### config.mk
export PLATFORM = sky130hd
export DESIGN_NAME = mem_tid_alloc
export DESIGN_NICKNAME = d
export VERILOG_FILES = /design/src/rtl/mem_tid_alloc.sv
export SDC_FILE = /design/constraint.sdc
export NUM_CORES = 1
export LEC_CHECK = 0
export ABC_AREA = 1
export BUFFER_PORTS_ARGS = -buffer_cell sky130_fd_sc_hd__buf_2
export CAP_MARGIN = 30
export CORE_AREA = 2 2 39 41
export CTS_CLUSTER_SIZE = 10
export DETAILED_ROUTE_END_ITERATION = 12
export DIE_AREA = 0 0 41 43
export PLACE_DENSITY_LB_ADDON = 0.1
export SLEW_MARGIN = 10
export SYNTH_ARGS = -nofsm -noshare
export SYNTH_HDL_FRONTEND = slang
export SYNTH_SLANG_ARGS = --single-unit
### constraint.sdc
create_clock -name clk_i -period 5.4 [get_ports clk_i]
set_input_delay 0.54 -clock clk_i [delete_from_list [all_inputs] [get_ports clk_i]]
set_output_delay 0.54 -clock clk_i [all_outputs]
set_load 0.02 [all_outputs]
### src/rtl/mem_tid_alloc.sv
// ---------------------------------------------------------------------------
// mem_tid_alloc
//
// Transaction-ID allocator for a memory interface. It keeps a pool of
// 2**TidWidth IDs in an allocated bitmap. A request is granted in the same
// cycle, with the lowest free ID. IDs are returned through the free port.
// The number of IDs held at once is capped at MaxOutstanding.
//
// Optional feature (compile-time macro MEM_TID_ALLOC_TIMEOUT_EN):
//   Each ID gets an age counter. When the counter reaches TimeoutCycles-1,
//   a one-cycle timeout pulse is reported for that ID. There is one pulse
//   per allocation. When the macro is undefined, timeout_o and
//   timeout_tid_o are tied to 0.
//
// Ports:
//   clk_i             - clock; all state updates on the rising edge
//   rst_ni            - asynchronous active-low reset
//   flush_i           - releases every ID at the next edge
//   alloc_req_i       - request one ID
//   alloc_gnt_o       - request granted this cycle (combinational)
//   alloc_tid_o       - granted ID (lowest free index)
//   free_valid_i      - return an ID
//   free_tid_i        - ID being returned
//   count_o           - number of IDs currently allocated
//   full_o            - count_o == MaxOutstanding
//   busy_o            - count_o != 0
//   err_double_free_o - one-cycle pulse after freeing an unallocated ID
//   timeout_o         - one-cycle pulse when an ID has aged out
//   timeout_tid_o     - ID reported with timeout_o
// ---------------------------------------------------------------------------
module mem_tid_alloc #(
    parameter int unsigned TidWidth       = 2,
    parameter int unsigned MaxOutstanding = 4,
    parameter int unsigned TimeoutCycles  = 1024
) (
    input  logic                clk_i,
    input  logic                rst_ni,
    input  logic                flush_i,
    input  logic                alloc_req_i,
    output logic                alloc_gnt_o,
    output logic [TidWidth-1:0] alloc_tid_o,
    input  logic                free_valid_i,
    input  logic [TidWidth-1:0] free_tid_i,
    output logic [TidWidth:0]   count_o,
    output logic                full_o,
    output logic                busy_o,
    output logic                err_double_free_o,
    output logic                timeout_o,
    output logic [TidWidth-1:0] timeout_tid_o
);

    localparam int NrIds  = 2 ** TidWidth;
    localparam int CountW = TidWidth + 1;
    localparam logic [CountW-1:0] MaxCount = CountW'(MaxOutstanding);

    logic [NrIds-1:0] allocated;
    logic [NrIds-1:0] allocated_next;
    logic [NrIds-1:0] grant_mask;
    logic [NrIds-1:0] free_mask;
    logic             double_free;

    // Population count of the bitmap. Because the count comes only from
    // registered state, full_o cannot depend on this cycle's request.
    always_comb begin
        count_o = '0;
        for (int i = 0; i < NrIds; i++) begin
            count_o = count_o + CountW'(allocated[i]);
        end
    end

    assign full_o = (count_o == MaxCount);
    assign busy_o = |allocated;

    // Lowest-index free ID. The loop scans from the top, so the last hit
    // wins. When no ID is free the result falls back to 0. The grant is
    // masked by full_o in that case anyway.
    always_comb begin
        alloc_tid_o = '0;
        for (int i = NrIds - 1; i >= 0; i--) begin
            if (!allocated[i]) begin
                alloc_tid_o = TidWidth'(i);
            end
        end
    end

    assign alloc_gnt_o = alloc_req_i & ~full_o & ~flush_i;

    // Next bitmap. The free mask is built against the current bitmap, so
    // an ID released this cycle is not visible to the allocator until the
    // next cycle. A free of an unallocated ID is dropped and flagged. A
    // flush wipes the whole bitmap and suppresses the flag.
    always_comb begin
        grant_mask  = '0;
        free_mask   = '0;
        double_free = 1'b0;
        if (alloc_gnt_o) begin
            grant_mask[alloc_tid_o] = 1'b1;
        end
        if (free_valid_i && !flush_i) begin
            if (allocated[free_tid_i]) begin
                free_mask[free_tid_i] = 1'b1;
            end else begin
                double_free = 1'b1;
            end
        end
        if (flush_i) begin
            allocated_next = '0;
        end else begin
            allocated_next = (allocated | grant_mask) & ~free_mask;
        end
    end

    // Bitmap and double-free flag registers.
    always_ff @(posedge clk_i or negedge rst_ni) begin
        if (!rst_ni) begin
            allocated         <= '0;
            err_double_free_o <= 1'b0;
        end else begin
            allocated         <= allocated_next;
            err_double_free_o <= double_free;
        end
    end

`ifdef MEM_TID_ALLOC_TIMEOUT_EN
    localparam logic [15:0] TimeoutLast = 16'(TimeoutCycles - 1);

    logic [15:0]         age [NrIds];
    logic [NrIds-1:0]    reported;
    logic [NrIds-1:0]    expired;
    logic                expired_any;
    logic [TidWidth-1:0] expired_tid;

    // An ID is due for reporting when it has aged out and has not been
    // reported yet. It must also survive this edge. An ID that is being
    // freed or flushed right now is dropped silently. Only the lowest due
    // ID is reported in a cycle. The rest stay due and follow in later
    // cycles, in ascending order.
    always_comb begin
        expired = '0;
        for (int i = 0; i < NrIds; i++) begin
            expired[i] = allocated[i] && (age[i] == TimeoutLast) &&
                         !reported[i] && !free_mask[i] && !flush_i;
        end
        expired_any = |expired;
        expired_tid = '0;
        for (int i = NrIds - 1; i >= 0; i--) begin
            if (expired[i]) begin
                expired_tid = TidWidth'(i);
            end
        end
    end

    // Age counters restart on allocation and saturate at the threshold.
    // The reported bits give one pulse per allocation. A reported ID stays
    // allocated until it is freed or flushed.
    always_ff @(posedge clk_i or negedge rst_ni) begin
        if (!rst_ni) begin
            for (int i = 0; i < NrIds; i++) begin
                age[i] <= '0;
            end
            reported      <= '0;
            timeout_o     <= 1'b0;
            timeout_tid_o <= '0;
        end else begin
            for (int i = 0; i < NrIds; i++) begin
                if (grant_mask[i]) begin
                    age[i]      <= '0;
                    reported[i] <= 1'b0;
                end else if (allocated[i] && (age[i] != TimeoutLast)) begin
                    age[i] <= age[i] + 16'd1;
                end
            end
            if (expired_any) begin
                reported[expired_tid] <= 1'b1;
            end
            timeout_o     <= expired_any;
            timeout_tid_o <= expired_tid;
        end
    end
`else
    assign timeout_o     = 1'b0;
    assign timeout_tid_o = '0;
`endif

endmodule
==> run_results.csv, run 1 <==
group,metric,value,unit
sta,rsz0062_at_grt,"false",
synthesis,yosysMostFrequentCell,"nand2_1",
global_route,grt_pass1_vias,369,
floorplanning,start_util,32.1,%
global_route,met2_usage,20.3,%
power,ir_drop,0.161,mV
sta,fin_setup_tns,0,ns
cts,holdBufCountCts,0,
cts,cts_tree,"yes",
route,vias_per_cell,4.36,
global_route,met3_usage,6.28,%
route,wl_per_cell,8.93,um
synthesis,synth.distinct_cells,18,
global_route,grt_max_degree,7,
power,p_leak,0.332,nW
synthesis,synth_seq_cells,5,
synthesis,syn_area,444,um^2
global_route,grtUsageTotal,12.5,%
sta,fin_ws,2.70,ns
critical_path,path_class,"reg -> out",
synthesis,synth.avg_cell_area,6.53,um^2
power,p_per_area,206,nW/um^2
placed_design,dpl-instance-area,524,um^2
synthesis,yosysTopAreaCell,"dfrtp_1",
critical_path,slowest_delay,0.50,ns
sta,period_minus_slack,2.70,ns
floorplanning,fp.dieArea,1760,um^2
job,drv_cap,0,
synthesis,synthFlopType,"dfrtp_1",
cts,path_clk_slew,0.05,ns
critical_path,rrSetupSlack,3.34,ns
global_route,grt.met1_usage,15.3,%
route,vias,445,
synthesis,synth.yosys.seq_area_share,28.2,%
layout,diodes,0,
global_route,grt_pass1_wl,1480,um
power,pwr-share-seq,36.8,%
critical_path,cp.required,4.86,ns
route,drcViolationCount,0,
placed_design,io_buffers,15,
cts,postCtsSetupBuffers,0,
route,drt_iter0_drc,7,
hold_path,hold_path.class,"in -> async",
synthesis,synthTopCellsByArea,"dfrtp_1, nand2_1, inv_1",
critical_path,r2r_end,"allocated[0]",
critical_path,cp_data_arrival_time,2.16,ns
run_status,outcome,"finished clean",
sta,maxSlewViolCount,0,
layout,syn_to_final_growth,23.9,%
power,clkPwrFrac,37.9,%
global_route,grt_remaining_overflow,0,
critical_path,cp_top_family,"adder cells",
placed_design,place_hpwl,793,um
critical_path,timing.critical_path.buf_inv,2,
floorplanning,rows,14,
power,p_switching,36.6,uW
cts,cts_made_buffers,3,
cts,htreeDepth,1,
layout,drive_gt1_share,27.9,%
power,p_comb_share,25.3,%
placed_design,globalplace.congestion,0.718,
synthesis,netlist_top_cells_count,"nand2_1, inv_1, nor2_1",
global_route,grt_busiest_layer,"met2",
cts,clockBufferDepth,2,
synthesis,synth_cells,68,
critical_path,endpoint_kind,"primary output",
sta,setup_viol,0,
placed_design,post-place-ws,2.94,ns
layout,utilization,39.8,%
layout,fillers,165,
critical_path,worst_path_max_delay_cell,"fa_1",
synthesis,async_flop_share,100,%
cts,cts.sinks,5,
floorplanning,fp.dieW,41,um
route,dr.pass1.iters,5,
cts,cts_resized,0,
critical_path,crit_chain,"fa_1, ha_1, ha_1, nor2_1, nand2_1, nand2_1, inv_1, buf_2",
layout,fin_area,551,um^2
cts,clk_latency,0.24,ns
global_route,antenna_found_initial,0,
floorplanning,core_area,1380,um^2
power,total_power,113,uW
route,drt-total-wl,911,um
critical_path,worst-r2r-cell-count,9,
power,sw_frac_of_total,32.3,%
synthesis,yosysWarningCount,0,
route,ant_nets,0,
floorplanning,die_h,43,um
synthesis,synth-edff-count,0,
critical_path,reg2reg_from,"allocated[0]",
layout,fin_nets,98,
floorplanning,ios,19,
critical_path,start_kind,"flop",
synthesis,synth_top_area_share,28.2,%
sta,finClkSkew,0.00705,ns
power,internal-power,76.6,uW
sta,fin_crit_sh,50.1,%
sta,fmax,370,MHz
critical_path,worstPathMaxFanout,6,
cts,cts_root_buf,"clkbuf_4",
sta,hold_viol_final,0,
sequential cells by signal, summed over array words and instances (netlist names):
signal,count
allocated,4
err_double_free_o,1
worst reg2reg max path: stages (launching register included):
cell and delay (ns):
dfrtp_1 0.45, fa_1 0.50, ha_1 0.19, ha_1 0.28
nor2_1 0.10, nand2_1 0.08, nand2_1 0.11, inv_1 0.06
a21oi_1 0.11, nor2_1 0.06
power by group through the flow:
stage | Clock, mW | Combinational [mW] | Sequential, mW
detailed placement | 0 | 0.0290 | 0.0423
global route | 0.0471 | 0.0329 | 0.0420
finish | 0.0429 | 0.0287 | 0.0416
global placement | 0 | 0.0291 | 0.0423
CTS | 0.0437 | 0.0291 | 0.0417
floorplan | 0 | 0.0206 | 0.0423
placed cells by master (no fill, tap or decap):
master    count
nand2_2       2
clkbuf_4      3
clkinv_1      1
a21oi_1       3
fa_1          1
buf_2        15
conb_1        3
inv_2         1
nor2_1        7
nor3_1        2
nor4_1        1
o21ai_0       1
clkbuf_1      1
ha_1          3
nand3_1       3
inv_1        11
nor2_2        3
nand2_1      19
dfrtp_1       5
nand4_1       1
metal layers:
metal | vias up | wire (um)
li1 | 237 | -
met4 | 0 | 0
met2 | 16 | 442
met5 | - | 0
met3 | 0 | 71
met1 | 192 | 396
cell families (layout without fill, tap and decap cells):
family	after synthesis	count (layout)	synth area share, %
simple gates	38	38	37.5
fa+ha+maj	4	4	13.0
compound gates	4	4	4.50
flops	5	5	28.2
buf+inv	16	32	16.1
other cells	1	3	0.844
per-stage QoR:
| step | hold slack (ns) | std cells |
|---|---|---|
| finish | 0.0990 | 102 |
| global route | 0.0937 | 102 |
| CTS | 0.101 | 102 |
| detailed placement | 0.357 | 98 |
| global placement | 0.357 | 98 |
| floorplan | 0.244 | 70 |
how the worst max path moves through the flow:
| stage | start | endpoint | slack (ns) | depth (start not counted) |
|---|---|---|---|---|
| 3_3_place_gp | allocated[0] | alloc_gnt_o | 2.96 | 8 |
| 6_report | allocated[0] | alloc_gnt_o | 2.70 | 8 |
| 3_5_place_dp | allocated[0] | alloc_gnt_o | 2.94 | 8 |
| 5_1_grt | allocated[0] | alloc_gnt_o | 2.56 | 8 |
| 4_1_cts | allocated[0] | alloc_gnt_o | 2.68 | 8 |
| 2_1_floorplan | allocated[0] | alloc_gnt_o | 3.00 | 7 |
layout make-up:
class / count / area [um^2] / share of cell area, %
inverter: 13 / 48.8 / 8.86
sequential: 5 / 125 / 22.7
timing repair buffer: 15 / 75.1 / 13.6
tap: 16 / 20.0 / 3.64
multi-input combinational: 49 / 255 / 46.4
clock buffer: 4 / 26.3 / 4.77
No activity file was read; power rests on OpenSTA's default activity.
==> run 2, diff against run 1 <==
--- a/config.mk
+++ b/config.mk
@@ -5,7 +5,7 @@
 export SDC_FILE = /design/constraint.sdc
 export NUM_CORES = 1
 export LEC_CHECK = 0
-export ABC_AREA = 1
+export ABC_AREA = 0
 export BUFFER_PORTS_ARGS = -buffer_cell sky130_fd_sc_hd__buf_2
 export CAP_MARGIN = 30
 export CORE_AREA = 2 2 39 41
==> constraint.sdc (replaced) <==
create_clock -name clk_i -period 2.8 [get_ports clk_i]
set_input_delay 0.28 -clock clk_i [delete_from_list [all_inputs] [get_ports clk_i]]
set_output_delay 0.28 -clock clk_i [all_outputs]
set_load 0.02 [all_outputs]
==> run_results.csv, run 2 <==
group,metric,value,unit
run_status,outcome,"finished clean",
critical_path,endpoint_kind,"primary output",
critical_path,slowest_delay,0.49,ns
synthesis,synth-edff-count,0,
layout,syn_to_final_growth,29.6,%
sta,rsz0062_at_grt,"false",
route,wl_per_cell,10.7,um
floorplanning,fp.dieArea,1760,um^2
layout,final_common_cell,"buf_2",
hold_path,hold_path.class,"in -> reg",
floorplanning,fp.dieW,41,um
synthesis,synthTopCellsByArea,"dfrtp_1, ha_1, buf_4",
global_route,antenna_found_initial,0,
synthesis,synth_top_area_share,31.8,%
synthesis,synthFlopType,"dfrtp_1",
cts,htreeDepth,1,
route,route.met2.wl,364,um
sta,hold_ws,0.332,ns
route,top_layer,"met4",
critical_path,cp.required,2.52,ns
sta,maxSlewViolCount,0,
critical_path,timing.critical_path.buf_inv,2,
global_route,grt_pass1_vias,313,
placed_design,place_hpwl,630,um
route,vias_per_cell,4.59,
synthesis,synth_cells,39,
global_route,grt_remaining_overflow,0,
floorplanning,core_area,1380,um^2
power,p_per_area,435,nW/um^2
critical_path,path_class,"reg -> out",
layout,drive_gt1_share,39.7,%
route,vias,340,
layout,largest_reg_flops,4,
cts,cts.sinks,5,
layout,top_register,"allocated",
floorplanning,die_h,43,um
sta,fin_setup_tns,0,ns
placed_design,globalplace.congestion,0.698,
sta,finClkSkew,0.00151,ns
cts,cts_tree,"yes",
route,drt_iter0_drc,1,
critical_path,worst_path_max_delay_cell,"fa_1",
floorplanning,rows,14,
layout,reg_top3,"allocated (4), err_double_free_o (1)",
route,wl_met3,50,um
critical_path,cp_common_cell,"ha_1",
layout,layout_common_cells,"buf_2, dfrtp_1, inv_1, o21ai_0",
synthesis,synth.distinct_cells,19,
route,drt-total-wl,794,um
power,p_leak,0.272,nW
cts,clk_latency,0.24,ns
synthesis,async_flop_share,100,%
route,ant_nets,0,
cts,postCtsSetupBuffers,0,
placed_design,io_buffers,15,
synthesis,synth.avg_cell_area,10.1,um^2
synthesis,yosysWarningCount,0,
layout,diodes,0,
global_route,grt_max_degree,8,
synthesis,synth.yosys.seq_area_share,31.8,%
global_route,grt_pass1_wl,1320,um
sta,fin_crit_sh,93.3,%
route,dr.pass1.iters,4,
job,drv_cap,0,
global_route,grtUsageTotal,11.6,%
sta,setup_viol,0,
cts,path_clk_slew,0.04,ns
power,ir_drop,0.108,mV
critical_path,start_kind,"flop",
floorplanning,start_util,28.4,%
cts,cts_root_buf,"clkbuf_4",
cts,clockBufferDepth,2,
critical_path,cp_data_arrival_time,2.33,ns
synthesis,yosysMostFrequentCell,"dfrtp_1",
synthesis,yosysTopAreaCell,"dfrtp_1",
synthesis,synth_seq_cells,5,
floorplanning,ios,19,
synthesis,syn_area,393,um^2
layout,fin_nets,70,
critical_path,worstPathMaxFanout,6,
sta,fmax,383,MHz
critical_path,cp_top_family,"adder cells",
synthesis,netlist_top_cells_count,"dfrtp_1, inv_1, o21ai_0",
route,wl_met1,356,um
route,drcViolationCount,0,
cts,cts_made_buffers,3,
critical_path,crit_chain,"fa_1, ha_1, ha_1, nor3b_1, or3b_4, inv_1, buf_2",
sta,period_minus_slack,2.61,ns
sta,hold_viol_final,0,
run 2: cell count changes in the layout (fill, tap and decap cells not counted), moves of 3 or more:
cell	change
nor2_2	-3
nand2_1	-16
o21ai_0	+3
inv_1	-7
nor2_1	-6
nand3_1	-3
run 2: what timing repair did:
action                                  CTS  global route
endpoints found under the setup margin    0             0
endpoints found under the hold margin     5             0
hold buffers                              1             0
gates resized for setup                   0             0
run 2: routing by layer:
layer  up-vias  global-route usage, %
li1        170                      -
met5         -                      0
met2         8                   15.3
met4         0                   8.00
met1       158                   15.7
met3         4                   3.14
run 2: cell type report:
cell class | count | area [um^2]
Fill cell | 166 | 875
Multi-Input combinational cell | 29 | 238
Sequential cell | 5 | 125
Timing Repair Buffer | 16 | 85.1
Clock buffer | 4 | 26.3
Tap cell | 16 | 20.0
Inverter | 4 | 15.0
run 2: kinds of logic after synthesis:
kind of cell	synth area share, %
other	0.954
AO/OA/AOI/OAI	18.2
AND/OR/NAND/NOR	19.1
flip-flops	31.8
adder cells (fa/ha/maj)	14.7
multiplexers	5.73
buffers and inverters	9.55
run 2: report_power, final:
part	switching, mW	total [mW]	internal [mW]
combinational	0.0355	0.0586	0.0231
sequential	0.00540	0.0817	0.0763
clock	0.0277	0.0815	0.0538
total	0.0686	0.222	0.153
run 2: path summary, 6_finish.rpt:
| check | to | depth (start not counted) | startpoint | slack, ns |
|---|---|---|---|---|
| max | alloc_gnt_o | 7 | allocated[0] | 0.19 |
| min | err_double_free_o | 2 | flush_i | 0.33 |
| max reg2reg | allocated[2] | 6 | allocated[0] | 0.54 |
| min reg2reg | allocated[1] | 2 | allocated[0] | 0.65 |
| max in group asynchronous | allocated[1] | 2 | rst_ni | 2.30 |
| min in group asynchronous | allocated[0] | 2 | rst_ni | 0.38 |
run 2: per-stage QoR:
step	util (%)	instances	cell area, um^2	setup WS, ns	power (mW)
2_1_floorplan	-	41	400	0.0665	0.124
3_5_place_dp	34.2	69	473	0.435	0.141
6_report	36.8	74	509	0.188	0.222
5_1_grt	36.8	74	509	0.0721	0.238
4_1_cts	36.8	74	509	0.165	0.225
3_3_place_gp	34.2	69	473	0.448	0.142
